File: src/rtl/level_controller_if.sv
// Game-flow bus between the level controller and its surrounding game stages:
// start button and score in, game enable, mole speed, level, timer and hiscore out.
interface level_controller_if;
  logic        start;
  logic [7:0]  score;
  logic        game;
  logic [27:0] speed;
  logic [1:0]  level;
  logic [7:0]  time_left;
  logic        game_over;
  logic [7:0]  hiscore;

  modport master (
    output start, score,
    input  game, speed, level, time_left, game_over, hiscore
  );

  modport slave (
    input  start, score,
    output game, speed, level, time_left, game_over, hiscore
  );
endinterface

File: src/rtl/level_controller.sv
// Whack-a-mole game-flow FSM: round timer, score-driven difficulty and mole speed.
// Optional high-score register enabled by defining LEVEL_CTRL_HISCORE_EN.
module level_controller #(
  parameter int CLK_HZ       = 50_000_000,
  parameter int GAME_SECONDS = 60,
  parameter int LEVEL_SCORE  = 10,
  parameter int SPEED_BASE   = 99_999_999,
  parameter int SPEED_STEP   = 25_000_000
) (
  input  logic              clock,
  input  logic              reset,
  level_controller_if.slave bus
);

  localparam int TW = (CLK_HZ > 1) ? $clog2(CLK_HZ) : 1;

  typedef enum logic [1:0] {
    ST_IDLE = 2'd0,
    ST_PLAY = 2'd1,
    ST_OVER = 2'd2
  } state_e;

  state_e          state_q, state_d;
  logic            start_q;
  logic [TW-1:0]   tick_cnt_q, tick_cnt_d;
  logic [7:0]      time_left_q, time_left_d;
  logic [1:0]      level_q, level_d;
  logic            start_edge;
  logic            tick;
  logic            level_up;

  // Per-level score thresholds and mole speeds, fixed at elaboration time.
  logic [8:0]  thresh_lut [4];
  logic [27:0] speed_lut  [4];

  for (genvar gi = 0; gi < 4; gi++) begin : g_lut
    assign thresh_lut[gi] = 9'((gi + 1) * LEVEL_SCORE);
    assign speed_lut[gi]  = 28'(SPEED_BASE - gi * SPEED_STEP);
  end

  assign start_edge = bus.start & ~start_q;
  assign tick       = (state_q == ST_PLAY) && (tick_cnt_q == TW'(CLK_HZ - 1));
  assign level_up   = (level_q != 2'd3) && ({1'b0, bus.score} >= thresh_lut[level_q]);

  always_ff @(posedge clock) begin
    if (reset) begin
      state_q     <= ST_IDLE;
      start_q     <= 1'b0;
      tick_cnt_q  <= '0;
      time_left_q <= 8'(GAME_SECONDS);
      level_q     <= 2'd0;
    end else begin
      state_q     <= state_d;
      start_q     <= bus.start;
      tick_cnt_q  <= tick_cnt_d;
      time_left_q <= time_left_d;
      level_q     <= level_d;
    end
  end

  always_comb begin
    state_d     = state_q;
    tick_cnt_d  = tick_cnt_q;
    time_left_d = time_left_q;
    level_d     = level_q;
    case (state_q)
      ST_IDLE, ST_OVER: begin
        if (start_edge) begin
          state_d     = ST_PLAY;
          tick_cnt_d  = '0;
          time_left_d = 8'(GAME_SECONDS);
          level_d     = 2'd0;
        end
      end
      ST_PLAY: begin
        // A level-up on the final tick still lands before the game ends.
        if (level_up) begin
          level_d = level_q + 2'd1;
        end
        if (tick) begin
          tick_cnt_d  = '0;
          time_left_d = time_left_q - 8'd1;
          if (time_left_q == 8'd1) begin
            state_d = ST_OVER;
          end
        end else begin
          tick_cnt_d = tick_cnt_q + TW'(1);
        end
      end
      default: begin
        state_d = ST_IDLE;
      end
    endcase
  end

  assign bus.game      = (state_q == ST_PLAY);
  assign bus.game_over = (state_q == ST_OVER);
  assign bus.level     = level_q;
  assign bus.time_left = time_left_q;
  assign bus.speed     = speed_lut[level_q];

`ifdef LEVEL_CTRL_HISCORE_EN
  logic [7:0] hiscore_q;

  // Score is sampled on the very edge that ends the game.
  always_ff @(posedge clock) begin
    if (reset) begin
      hiscore_q <= 8'd0;
    end else if ((state_q == ST_PLAY) && (state_d == ST_OVER) && (bus.score > hiscore_q)) begin
      hiscore_q <= bus.score;
    end
  end

  assign bus.hiscore = hiscore_q;
`else
  assign bus.hiscore = 8'd0;
`endif

endmodule

File: src/flat_wrapper.sv
// flat-port wrapper written by rule: the top's interface ports become plain ports
module level_controller_flat 
#(
  parameter int CLK_HZ       = 50_000_000,
  parameter int GAME_SECONDS = 60,
  parameter int LEVEL_SCORE  = 10,
  parameter int SPEED_BASE   = 99_999_999,
  parameter int SPEED_STEP   = 25_000_000
)
  (clock, reset, bus_start, bus_score, bus_game, bus_speed, bus_level, bus_time_left, bus_game_over, bus_hiscore);
  level_controller_if bus_i ();
  input  logic clock;
  input  logic reset;
  input wire logic [$bits(bus_i.start)-1:0] bus_start;
  input wire logic [$bits(bus_i.score)-1:0] bus_score;
  output wire logic [$bits(bus_i.game)-1:0] bus_game;
  output wire logic [$bits(bus_i.speed)-1:0] bus_speed;
  output wire logic [$bits(bus_i.level)-1:0] bus_level;
  output wire logic [$bits(bus_i.time_left)-1:0] bus_time_left;
  output wire logic [$bits(bus_i.game_over)-1:0] bus_game_over;
  output wire logic [$bits(bus_i.hiscore)-1:0] bus_hiscore;
  assign bus_i.start = bus_start;
  assign bus_i.score = bus_score;
  assign bus_game = bus_i.game;
  assign bus_speed = bus_i.speed;
  assign bus_level = bus_i.level;
  assign bus_time_left = bus_i.time_left;
  assign bus_game_over = bus_i.game_over;
  assign bus_hiscore = bus_i.hiscore;
  level_controller #(.CLK_HZ(CLK_HZ), .GAME_SECONDS(GAME_SECONDS), .LEVEL_SCORE(LEVEL_SCORE), .SPEED_BASE(SPEED_BASE), .SPEED_STEP(SPEED_STEP)) u_core (.clock(clock), .reset(reset), .bus(bus_i));
endmodule
File: config.mk
export PLATFORM = sky130hd
export DESIGN_NAME = level_controller_flat
export DESIGN_NICKNAME = d
export VERILOG_FILES = /design/src/rtl/level_controller_if.sv /design/src/rtl/level_controller.sv /design/src/flat_wrapper.sv
export SDC_FILE = /design/constraint.sdc
export NUM_CORES = 1
export LEC_CHECK = 0
export BUFFER_PORTS_ARGS = -buffer_cell sky130_fd_sc_hd__buf_4
export CAP_MARGIN = 15
export CORE_MARGIN = 2
export CORE_UTILIZATION = 49
export CTS_BUF_LIST = sky130_fd_sc_hd__clkbuf_16
export DETAILED_ROUTE_END_ITERATION = 10
export HOLD_SLACK_MARGIN = 0.15
export PLACE_DENSITY = 0.77
export SLEW_MARGIN = 0
export SYNTH_ARGS = -nofsm -noshare
export SYNTH_HDL_FRONTEND = slang
export SYNTH_SLANG_ARGS = --single-unit
File: constraint.sdc
create_clock -name clock -period 2.2 [get_ports clock]
set_input_delay 0.44 -clock clock [delete_from_list [all_inputs] [get_ports clock]]
set_output_delay 0.44 -clock clock [all_outputs]
set_load 0.02 [all_outputs]
# After elaboration in Yosys (flattened, before gate mapping)
# Cells that the tools add are included.
# totals
elab_cells	50
in_bits	11
ff_bits	39
# classes
n_mux	19
bitwise_logic	3
magnitude_cmp	2
n_reduce_logical	9
eq_ne	9
addsub	3
# ops
op	count
28-bit binary-select mux with 2-bit select	1
28-bit 2-to-1 mux	2
26-bit 2-to-1 mux	2
26-bit case mux with 2 select lines	1
26-bit by 1-bit adder with 26-bit output, second input constant	1
26-bit == test, second input constant	1
9-bit binary-select mux with 2-bit select	1
9-bit 2-to-1 mux	2
8-bit 2-to-1 mux	2
8-bit case mux with 2 select lines	1
2-bit 2-to-1 mux	5
8-bit by 9-bit >= comparator with 1-bit output	1
3-bit AND reduction	3
8-bit by 1-bit == test with 1-bit output, second input constant	1
2-bit by 1-bit != test with 1-bit output, second input constant	4
2-bit case mux with 2 select lines	2
8-bit by 1-bit subtractor with 8-bit output, second input constant	1
3-bit >= comparator, second input constant	1
2-bit inverter with 3-bit output	1
2-bit by 1-bit adder with 2-bit output, second input constant	1
2-bit by 1-bit == test with 1-bit output, second input constant	1
2-bit == test, second input constant	1
1-bit logical AND	2
2-bit zero test	1
other kinds (6)	6

# Logic depth before layout (Yosys ltp)
# Gate-level depths: netlist of the first run.
# logic_depth
ltp_word	8
depth_mapped	8
ltp_nobuf	8

# Worst setup path after synthesis of the first run
# OpenSTA, ideal clock, no wires.
# synth_path
path_type	register -> register
from	register u_core.level_q[1], in the netlist u_core.bus.level[1]
to	register u_core.level_q[0], in the netlist u_core.bus.level[0]
stages_incl_launch_ff	9
setup_ps	121
arrival_ps	2402
n_path_buf	0
required_time_ps	2079
setup_slack_ps	-323
cell_sequence	dfxtp_1 > inv_1 > ha_1 > inv_1 > ha_1 > or4_1 > o21ai_0 > a21oi_1 > mux2_2
# synth_via
elab_chain_cells	8
elab_cells_between_ends	9
# synth_rtl
item	line_no	text
start, declared	level_controller.sv:27	logic [1:0] level_q, level_d;
start signal, assigned	level_controller.sv:57	level_q <= level_d;
2-bit inverter with 3-bit output (implied by the code)	level_controller.sv:43	assign level_up = (level_q != 2'd3) && ({1'b0, bus.score} >= thresh_lut[level_q]);
9-bit binary-select mux with 2-bit select	level_controller.sv:43	
9-bit 2-to-1 mux (implied by the code) (2 in a row)	level_controller.sv:43	
8-bit by 9-bit >= comparator with 1-bit output	level_controller.sv:43	
1-bit logical AND (*)	level_controller.sv:43	
2-bit by 1-bit != test with 1-bit output (no line) (*)	-	
3-bit AND reduction (no line) (*)	-	
# Mark *: on every way between the ends. The rest lies on a longest branch, timed or not. The select of a mux whose other input is x is not followed.
# A chain may end at the register's enable or synchronous reset.

# Final worst setup path of the first run
# layout_path
from	register u_core.level_q[0], in the netlist u_core.bus.level[0]
to	register u_core.level_q[0], in the netlist u_core.bus.level[0]
# layout_via
elab_chain_cells	8
elab_cells_between_ends	12
# layout_rtl
item	line_no
2-bit inverter with 3-bit output (implied by the code)	level_controller.sv:43
9-bit binary-select mux with 2-bit select	level_controller.sv:43
9-bit 2-to-1 mux (implied by the code) (2 in a row)	level_controller.sv:43
8-bit by 9-bit >= comparator with 1-bit output	level_controller.sv:43
1-bit logical AND	level_controller.sv:43
2-bit by 1-bit != test with 1-bit output (no line)	-
3-bit AND reduction (no line)	-
# Several ways; a longest one is shown, not always the timed one. The select of a mux whose other input is x is not followed.

==> reports/results.md, run 1 <==
## Outcome
* run status: finished, final reports clean

## Timing
* setup repair after global routing missed its margin: no
* Clock Skews: 0.00332 ns
* setup violators final: 0
* Final period util: 96.0%
* aggregate negative setup slack: 0 ns
* final critical path time including I/O delays and setup: 2.11 ns
* number of pins exceeding their max-slew limit in the final report: 0
* peak clock frequency supported by timing: 473 MHz
* number of hold-slack violations in the final timing report: 0

## Global routing
* maximum number of pins on one net before global-route repair: 20
* global route overflow: 0
* met2 Resource Use GR: 31.2%
* routing layer with the top usage in global route: met2
* total track usage: 18.7%
* vias in the first global route: 1820
* grt met3 use: 3.88%
* number of antenna violations at the first check in global routing: 0
* global-route wire length before repair: 8.12 mm
* global routing met1 resource utilization: 24.1%

## Routing
* overall via count from detail_route: 2109
* post-route DRC violation count: 0
* mean number of vias per cell: 5.25
* drt wl/cell: 12.7 um
* Detailed Route Iter0 Violations: 85
* drt pass-1 iters: 4
* Routed Antenna Nets: 0
* final WL: 5.11 mm

## Clock tree
* clock tree from TritonCTS: done
* Bufs on Longest Clock Path: 2
* number of buffers inserted during clock tree synthesis: 5
* depth of the CTS H-tree: 2
* clock transition at the registers of the reported paths: 0.06 ns
* TritonCTS sink count: 39
* Post-CTS Repair Setup Buffers: 0
* insertion delay of the later-clocked pin in the worst-skew pair: 0.27 ns
* cell at the root of the clock tree: clkbuf_16

## Yosys
* sequential share of the synthesized area: 31.5%
* predominant post-synthesis flop cell: dfxtp_1
* number of synthesized register bits: 39
* biggest area consumer among synthesized cells: dfxtp_1
* number of unique standard cell types used by synthesis: 49
* number of enable flip-flop cells after synthesis: 0
* YS warnings: 0
* cell area after technology mapping: 0.00248 mm2
* most area-consuming cells after synthesis: dfxtp_1, buf_4, ha_1
* proportion of synthesized flip-flops having asynchronous set or reset: 0%
* average cell area after synthesis: 8.27 um2
* proportion of netlist area held by the largest area contributor: 31.5%
* Synth Instances: 300

## Final layout
* ratio of cells with drive above 1 in the final layout: 22.4%
* count of filler cells inserted in the layout: 441
* nets@finish: 358
* Ant. Diodes: 0
* commonest non-fill, non-tap cells in the layout: buf_4, nor2_1, dfxtp_1
* most common cell after layout, fill and taps aside: buf_4
* Util after Layout: 60.1%
* layout overhead on the synthesized area: 16.6%
* post-route design area: 0.00289 mm2

## Placement
* DP Area: 0.00272 mm2
* Routability Congestion: 0.851
* total half-perimeter wirelength after legalization and detailed placement: 3.83 mm
* count of buffers from port buffering: 35

## Die
* number of top-level design ports: 59
* Vert. Die Dim: 75.2 um
* core area: 0.00482 mm2
* Initial Utilization: 51.5%
* chip width: 75.2 um
* Die Area: 0.00565 mm2
* # rows: 25

## Pwr
* IR drop worst, VDD: 0.364 mV
* leakage power figure: 0.00114 uW
* power per standard cell area: 575 mW/mm2

## Run
* Max-cap violations: 0

## Critical path
* CP Capture Type: flop
* Critical Path Max Stage Delay: 0.56 ns
* arrival time reported for the critical path endpoint: 2.27 ns
* Setup CP Type: flop to flop
* Max stage delay cell, worst path: or4_4
* CP startpoint kind: flop
* cell-by-cell trace of the critical path: inv_1 > ha_4 > inv_2 > ha_1 > or4_4 > o21ai_2 > a21oi_2 > mux2_2
* largest fanout on the critical path: 6
* required time at the endpoint of the critical path: 2.36 ns

## Min path
* class of the worst hold path: input port to flop

-- stage by stage --
| stage | setup slack [ns] | std cells | power (uW) | hold WS (ns) |
|---|---|---|---|---|
| 6_report | 0.0871 | 402 | 1660 | 0.405 |
| 4_1_cts | 0.0415 | 402 | 1680 | 0.400 |
| 5_1_grt | 0.0115 | 402 | 1740 | 0.421 |
| 3_3_place_gp | 0.109 | 394 | 1000 | 0.483 |
| 3_5_place_dp | 0.0455 | 394 | 1010 | 0.491 |
| 2_1_floorplan | 0.0160 | 321 | 950 | 0.485 |
-- cells in the mapped netlist (all sizes together), types with 2 or more instances --
master / n
nand2b: 4
nand2: 16
and4: 5
and2: 2
xor2: 8
nor2b: 3
a21oi: 7
nor2: 40
conb: 2
nand3: 11
nor4b: 2
nand4: 12
nand3b: 4
o31ai: 4
or4: 6
inv: 16
clkbuf: 2
xnor2: 12
nor3b: 3
mux2i: 2
a21o: 3
o31a: 2
nor4: 5
ha: 13
nor3: 14
buf: 38
a211o: 3
dfxtp: 39
o21ai: 9
-- critical path: cells and delay by family, from the launching register on --
family / cells / cell delay [ns]
adders and majority gates: 2 / 0.45
and+or+nand+nor: 1 / 0.56
AOI/OAI and AO/OA: 2 / 0.21
muxes: 1 / 0.27
buffers and inverters: 2 / 0.13
DFF: 1 / 0.37
-- power by group --
part	total [uW]	switching, uW	internal (uW)
registers	729	12.7	717
logic	272	172	99.5
clock network	662	254	409
total	1660	439	1220
-- what timing repair did --
item | 4_1_cts | 5_1_grt
gates resized for setup | 0 | 8
hold buffers | 0 | 0
endpoints found under the setup margin | 0 | 2
endpoints found under the hold margin | 0 | 0
-- final cells by class --
type                            instances  area, um2  share of cell area, %
Multi-Input combinational cell        226       1470                   50.6
Sequential cell                        39        788                   27.2
Timing Repair Buffer                   46        358                   12.4
Clock buffer                            5        125                   4.33
Tap cell                               67       83.8                   2.90
Inverter                               16       60.1                   2.08
Clock inverter                          3       12.5                  0.433
-- metal layers --
metal | share of wire (%) | up-vias
met3 | 7.1 | 6
met5 | 0 | -
met4 | 1.1 | 0
met1 | 44 | 970
met2 | 48 | 74
li1 | - | 1059
-- worst paths after layout --
| check | from | end | slack (ns) | cells after the start |
|---|---|---|---|---|
| setup / recovery | u_core.bus.level[0] | u_core.bus.level[0] | 0.09 | 8 |
| hold / removal | bus_start | u_core.start_q | 0.40 | 3 |
| setup reg to reg | u_core.bus.level[0] | u_core.bus.level[0] | 0.09 | 8 |
| hold reg to reg | u_core.bus.time_left[6] | u_core.bus.time_left[6] | 0.50 | 2 |
-- sequential cells by signal, indices dropped and copies added, names as in the netlist --
signal,flops
u_core.bus.level,2
u_core.bus.time_left,8
u_core.state_q,2
u_core.tick_cnt_q,26
u_core.start_q,1
-- logic make-up (layout without fill, tap and decap cells) --
logic type	after synthesis	after routing	share of synthesized area, %
buf+inv	56	70	14.0
flops	39	39	31.5
xor+xnor	20	20	7.06
other cells	2	23	0.303
compound gates	37	37	10.4
mux	3	3	1.26
simple gates	130	130	29.0
fa+ha+maj	13	13	6.56
No activity file was read; power rests on OpenSTA's default activity.
==> inputs of run 2 (changes only) <==
--- a/config.mk
+++ b/config.mk
@@ -7,12 +7,14 @@
 export LEC_CHECK = 0
 export BUFFER_PORTS_ARGS = -buffer_cell sky130_fd_sc_hd__buf_4
 export CAP_MARGIN = 15
+export CELL_PAD_IN_SITES_DETAIL_PLACEMENT = 2
+export CELL_PAD_IN_SITES_GLOBAL_PLACEMENT = 2
 export CORE_MARGIN = 2
-export CORE_UTILIZATION = 49
+export CORE_UTILIZATION = 28
 export CTS_BUF_LIST = sky130_fd_sc_hd__clkbuf_16
 export DETAILED_ROUTE_END_ITERATION = 10
 export HOLD_SLACK_MARGIN = 0.15
-export PLACE_DENSITY = 0.77
+export PLACE_DENSITY_LB_ADDON = 0.1
 export SLEW_MARGIN = 0
 export SYNTH_ARGS = -nofsm -noshare
 export SYNTH_HDL_FRONTEND = slang
==> run 2 against run 1 <==
Against the previous run: first-iteration DRC count is 46% lower; flip-flop and latch count stayed put; clock-buffer cell count is 1 higher; final area is 2.6% higher; final cell count is 11% higher; hold slack better by 0.024 ns; clock skew is 0.0033 ns higher; critical path depth stayed put; wire length is 32% higher; total power is 6.4% higher; critical path type unchanged; largest cell class unchanged; highest routed layer unchanged.
==> reports/results.md, run 2 (synthesis gave the netlist of run 1 again) <==
## Routing
* drt pass-1 iters: 4
* post-route DRC violation count: 0
* drt wl/cell: 15.1 um
* mean number of vias per cell: 4.87
* Routed Antenna Nets: 0
* final WL: 6.75 mm
* overall via count from detail_route: 2180
* Detailed Route Iter0 Violations: 46

## Clock tree
* number of buffers inserted during clock tree synthesis: 5
* Bufs on Longest Clock Path: 2
* cell at the root of the clock tree: clkbuf_16
* clock tree from TritonCTS: done
* clock transition at the registers of the reported paths: 0.05 ns
* TritonCTS sink count: 39
* number of resized instances in the post-cts repair step: 0
* Post-CTS Repair Setup Buffers: 0
* insertion delay of the later-clocked pin in the worst-skew pair: 0.28 ns
* count of hold buffers inserted by post-cts repair: 0
* depth of the CTS H-tree: 2

## Critical path
* end of the critical path: u_core.bus.level[0]
* required time at the endpoint of the critical path: 2.36 ns
* reg-to-reg slack, setup: 0.13 ns
* launching instance or port of the critical path: u_core.bus.level[1]
* r2r worst-path depth: 8
* largest fanout on the critical path: 5
* CP Capture Type: flop
* CP startpoint kind: flop
* Setup CP Type: flop to flop
* R2R Path End: u_core.bus.level[0]
* arrival time reported for the critical path endpoint: 2.24 ns
* worst r2r src: u_core.bus.level[1]

## Die
* core area: 0.00864 mm2
* Initial Utilization: 28.7%
* Die Area: 0.00963 mm2
* number of top-level design ports: 59
* chip width: 98.1 um
* # rows: 34
* Vert. Die Dim: 98.1 um

## Global routing
* number of antenna violations at the first check in global routing: 0
* global route overflow: 0
* vias in the first global route: 2304
* maximum number of pins on one net before global-route repair: 20
* total track usage: 14.6%
* global-route wire length before repair: 11.5 mm

## Final layout
* most common cell after layout, fill and taps aside: buf_4
* nets@finish: 364
* Util after Layout: 34.4%
* ratio of cells with drive above 1 in the final layout: 22.9%
* layout overhead on the synthesized area: 19.7%
* Largest register FFs: 26
* Ant. Diodes: 0
* Most flops, register: u_core.tick_cnt_q
* commonest non-fill, non-tap cells in the layout: buf_4, nor2_1, dfxtp_1

## Placement
* Routability Congestion: 0.763
* count of buffers from port buffering: 35
* total half-perimeter wirelength after legalization and detailed placement: 5.22 mm

## Timing
* peak clock frequency supported by timing: 482 MHz
* worst rel slew slack: 62.5%
* number of hold-slack violations in the final timing report: 0
* number of pins exceeding their max-slew limit in the final report: 0
* slew at the pin closest to its max-slew limit: 0.560 ns
* Clock Skews: 0.00664 ns
* final critical path time including I/O delays and setup: 2.07 ns
* setup violators final: 0
* aggregate negative setup slack: 0 ns
* setup repair after global routing missed its margin: no
* Final period util: 94.3%

## Run
* Max-cap violations: 0

## Pwr
* switching part of the total power: 26.9%
* Seq pwr share: 41.1%
* power per standard cell area: 596 mW/mm2
* leakage power figure: 0.00117 uW
* Clock power frac: 43.2%
* IR drop worst, VDD: 0.340 mV
* P_sw: 476 uW
* share of power burned in combinational logic: 15.7%
* internal power: 1290 uW

## Min path
* class of the worst hold path: input port to flop

## Outcome
* run status: finished, final reports clean

[run 2: cell type report]
type                       instances  area (um2)
fill                            1033        5670
multi-input combinational        226        1440
sequential                        39         788
timing repair buffer              52         390
clock buffer                       6         150
tap                              108         135
inverter                          16        60.1
clock inverter                     1        3.75
[run 2: layer usage]
layer / part of all wire [%] / vias up / track usage [%]
met5: 0 / - / 0
met4: 0.84 / 0 / 3.06
met3: 3.6 / 4 / 2.79
met2: 49 / 36 / 25.5
met1: 46 / 1072 / 18.9
li1: - / 1068 / -
[run 2: metrics by stage]
stage	setup WS (ns)	cells	hold WS [ns]	total power, uW	cell area [um2]
3_3_place_gp	0.121	441	0.490	1010	2810
2_1_floorplan	0.0160	321	0.485	950	2570
6_report	0.125	448	0.429	1770	2970
5_1_grt	0.00380	448	0.446	1850	2970
4_1_cts	0.0371	448	0.423	1800	2960
3_5_place_dp	0.0390	441	0.508	1020	2810
[run 2: worst min path at each step]
stage	from	to	slack, ns	cells after the start
2_1_floorplan	u_core.tick_cnt_q[25]	u_core.tick_cnt_q[25]	0.48	2
3_3_place_gp	u_core.bus.time_left[7]	u_core.bus.time_left[7]	0.49	2
3_5_place_dp	u_core.bus.time_left[7]	u_core.bus.time_left[7]	0.51	2
4_1_cts	bus_start	u_core.start_q	0.42	3
5_1_grt	reset	u_core.state_q[1]	0.45	2
6_report	bus_start	u_core.start_q	0.43	3
[run 2: power by group through the flow]
stage | Clock [uW] | Sequential, uW | Combinational [uW]
floorplan | 0 | 750 | 200
global placement | 0 | 742 | 272
detailed placement | 0 | 743 | 277
CTS | 797 | 727 | 278
global route | 817 | 729 | 308
finish | 765 | 728 | 278
[run 2: critical path, cell delays in order (launching register included)]
cell,delay (ns)
dfxtp_4,0.34
inv_2,0.05
ha_1,0.31
inv_2,0.06
ha_1,0.18
or4_4,0.54
nor2_1,0.10
a21oi_1,0.10
mux2_2,0.28
==> inputs of run 3 (changes only) <==
--- a/config.mk
+++ b/config.mk
@@ -10,7 +10,7 @@
 export CELL_PAD_IN_SITES_DETAIL_PLACEMENT = 2
 export CELL_PAD_IN_SITES_GLOBAL_PLACEMENT = 2
 export CORE_MARGIN = 2
-export CORE_UTILIZATION = 28
+export CORE_UTILIZATION = 31
 export CTS_BUF_LIST = sky130_fd_sc_hd__clkbuf_16
 export DETAILED_ROUTE_END_ITERATION = 10
 export HOLD_SLACK_MARGIN = 0.15
==> constraint.sdc (replaced) <==
create_clock -name clock -period 1.97 [get_ports clock]
set_input_delay 0.394 -clock clock [delete_from_list [all_inputs] [get_ports clock]]
set_output_delay 0.394 -clock clock [all_outputs]
set_load 0.02 [all_outputs]
==> run 3 against run 2 <==
Against the previous run: the run now ends with negative setup slack left; sequential power up 12%; combinational power up 32%; hold slack worse by 0.064 ns; global-route usage up 2.3 points; core utilization up 7.9 points; sequential share of layout area down 2.3 points; wire length up 7.7%; final cell count up 4.2%; largest cell class unchanged.
==> reports/results.md, run 3 (synthesis gave the netlist of run 1 again) <==
## Final layout
* most common cell after layout, fill and taps aside: buf_4
* final standard cell count with taps included and fillers excluded: 467
* layout overhead on the synthesized area: 31.7%
* Largest register FFs: 26
* post-route design area: 0.00327 mm2
* nets@finish: 390
* commonest non-fill, non-tap cells in the layout: buf_4, nor2_1, dfxtp_1
* Most flops, register: u_core.tick_cnt_q
* Ant. Diodes: 0
* ratio of cells with drive above 1 in the final layout: 31.8%

## Die
* Initial Utilization: 32.1%
* chip width: 93.5 um
* # rows: 32
* Die Area: 0.00874 mm2
* number of top-level design ports: 59
* Vert. Die Dim: 93.5 um
* core area: 0.00773 mm2

## Critical path
* total buffers and inverters traversed by the critical path: 2
* cell-by-cell trace of the critical path: inv_4 > ha_4 > inv_4 > ha_4 > or4_4 > o21ai_2 > a21oi_2 > mux2_4
* CP startpoint kind: flop
* kind of cell with the highest combined delay on the critical path: simple AND/OR/NAND/NOR gates
* Max stage delay cell, worst path: or4_4
* required time at the endpoint of the critical path: 2.14 ns
* worst r2r src: u_core.bus.level[0]
* Setup CP Type: flop to flop
* launching instance or port of the critical path: u_core.bus.level[0]
* arrival time reported for the critical path endpoint: 2.20 ns
* largest fanout on the critical path: 3
* CP Capture Type: flop
* Critical Path Max Stage Delay: 0.51 ns

## Timing
* setup repair after global routing missed its margin: yes
* hold slack final: 0.364 ns
* fin worst setup slack: -0.0675 ns
* Clock Skews: 0.00397 ns
* aggregate negative setup slack: -0.101 ns
* worst rel slew slack: 64.3%
* final critical path time including I/O delays and setup: 2.04 ns
* slew at the pin closest to its max-slew limit: 0.534 ns
* setup violators final: 2
* peak clock frequency supported by timing: 491 MHz
* number of hold-slack violations in the final timing report: 0
* number of pins exceeding their max-slew limit in the final report: 0
* Final period util: 103%

## Run
* Max-cap violations: 0

## Clock tree
* depth of the CTS H-tree: 2
* clock tree from TritonCTS: done
* clock transition at the registers of the reported paths: 0.06 ns
* Bufs on Longest Clock Path: 2
* insertion delay of the later-clocked pin in the worst-skew pair: 0.28 ns
* count of hold buffers inserted by post-cts repair: 0
* cell at the root of the clock tree: clkbuf_16
* TritonCTS sink count: 39
* number of buffers inserted during clock tree synthesis: 5

## Global routing
* global route overflow: 0
* maximum number of pins on one net before global-route repair: 20
* number of antenna violations at the first check in global routing: 0
* global-route wire length before repair: 11.7 mm
* total track usage: 16.9%
* vias in the first global route: 2369

## Routing
* drt pass-1 iters: 6
* post-route DRC violation count: 0
* final WL: 7.27 mm
* Detailed Route Iter0 Violations: 50
* Met1 Routed Length: 3.34 mm
* mean number of vias per cell: 4.87
* Routed Antenna Nets: 0
* routed wire length on met3: 219 um
* total met2 wirelength after detailed routing: 3.66 mm
* overall via count from detail_route: 2275
* drt wl/cell: 15.6 um
* uppermost signal routing layer after detailed routing: met4

## Pwr
* IR drop worst, VDD: 0.395 mV
* leakage power figure: 0.00134 uW
* power per standard cell area: 597 mW/mm2

## Outcome
* run status: finished with violations
* failing checks: negative setup slack

## Placement
* Routability Congestion: 0.718
* dpl cells: 456
* total half-perimeter wirelength after legalization and detailed placement: 5.62 mm
* setup slack at placement: -0.0727 ns
* count of buffers from port buffering: 35
* DP Area: 0.00299 mm2

## Min path
* Hold Crit Start: bus_start
* class of the worst hold path: input port to flop

-- run 3: cell types whose count changed in the layout (fill, tap and decap cells not counted), moves of 3 or more --
cell	before	now
ha_1	13	9
ha_4	0	4
inv_4	0	3
buf_4	52	75
-- run 3: what timing repair did --
action	4_1_cts	5_1_grt
buffers inserted	0	5
pin swaps	2	6
setup endpoints to repair	1	9
resized for setup	5	22
-- run 3: metal layers --
layer	vias to the layer above	global-route usage, %
li1	1117	-
met1	1116	21.8
met2	38	29.5
met3	4	2.34
met4	0	4.78
met5	-	0
-- run 3: area by class of cell --
class                      count  area [um2]
timing repair buffer          78         606
clock buffer                   5         125
inverter                      16        72.6
sequential                    39         791
multi-input combinational    226        1540
fill                         893        4460
clock inverter                 1        3.75
tap                          102         128
-- run 3: tightest hold or removal path, cell delays in order --
cell	delay, ns
buf_4	0.09
inv_1	0.04
nor2_1	0.08
-- run 3: power by group --
part | switching [uW] | leakage [uW] | internal, uW
Sequential | 13.0 | 0.000318 | 800
Combinational | 218 | 0.000953 | 148
Clock | 319 | 0.0000669 | 451
-- run 3: path summary, 6_finish.rpt --
check        cells past startpoint                 endpoint  slack (ns)
max                              8      u_core.bus.level[0]       -0.07
max reg2reg                      8      u_core.bus.level[0]       -0.07
min reg2reg                      2  u_core.bus.time_left[7]        0.51
min                              3           u_core.start_q        0.36
-- run 3: per-stage QoR --
| step | utilization (%) | total power, uW |
|---|---|---|
| after CTS | 40.6 | 1930 |
| after global routing | 42.3 | 2030 |
| after floorplan | - | 1070 |
| after global placement | 38.7 | 1150 |
| final | 42.3 | 1950 |
| after detailed placement | 38.7 | 1160 |
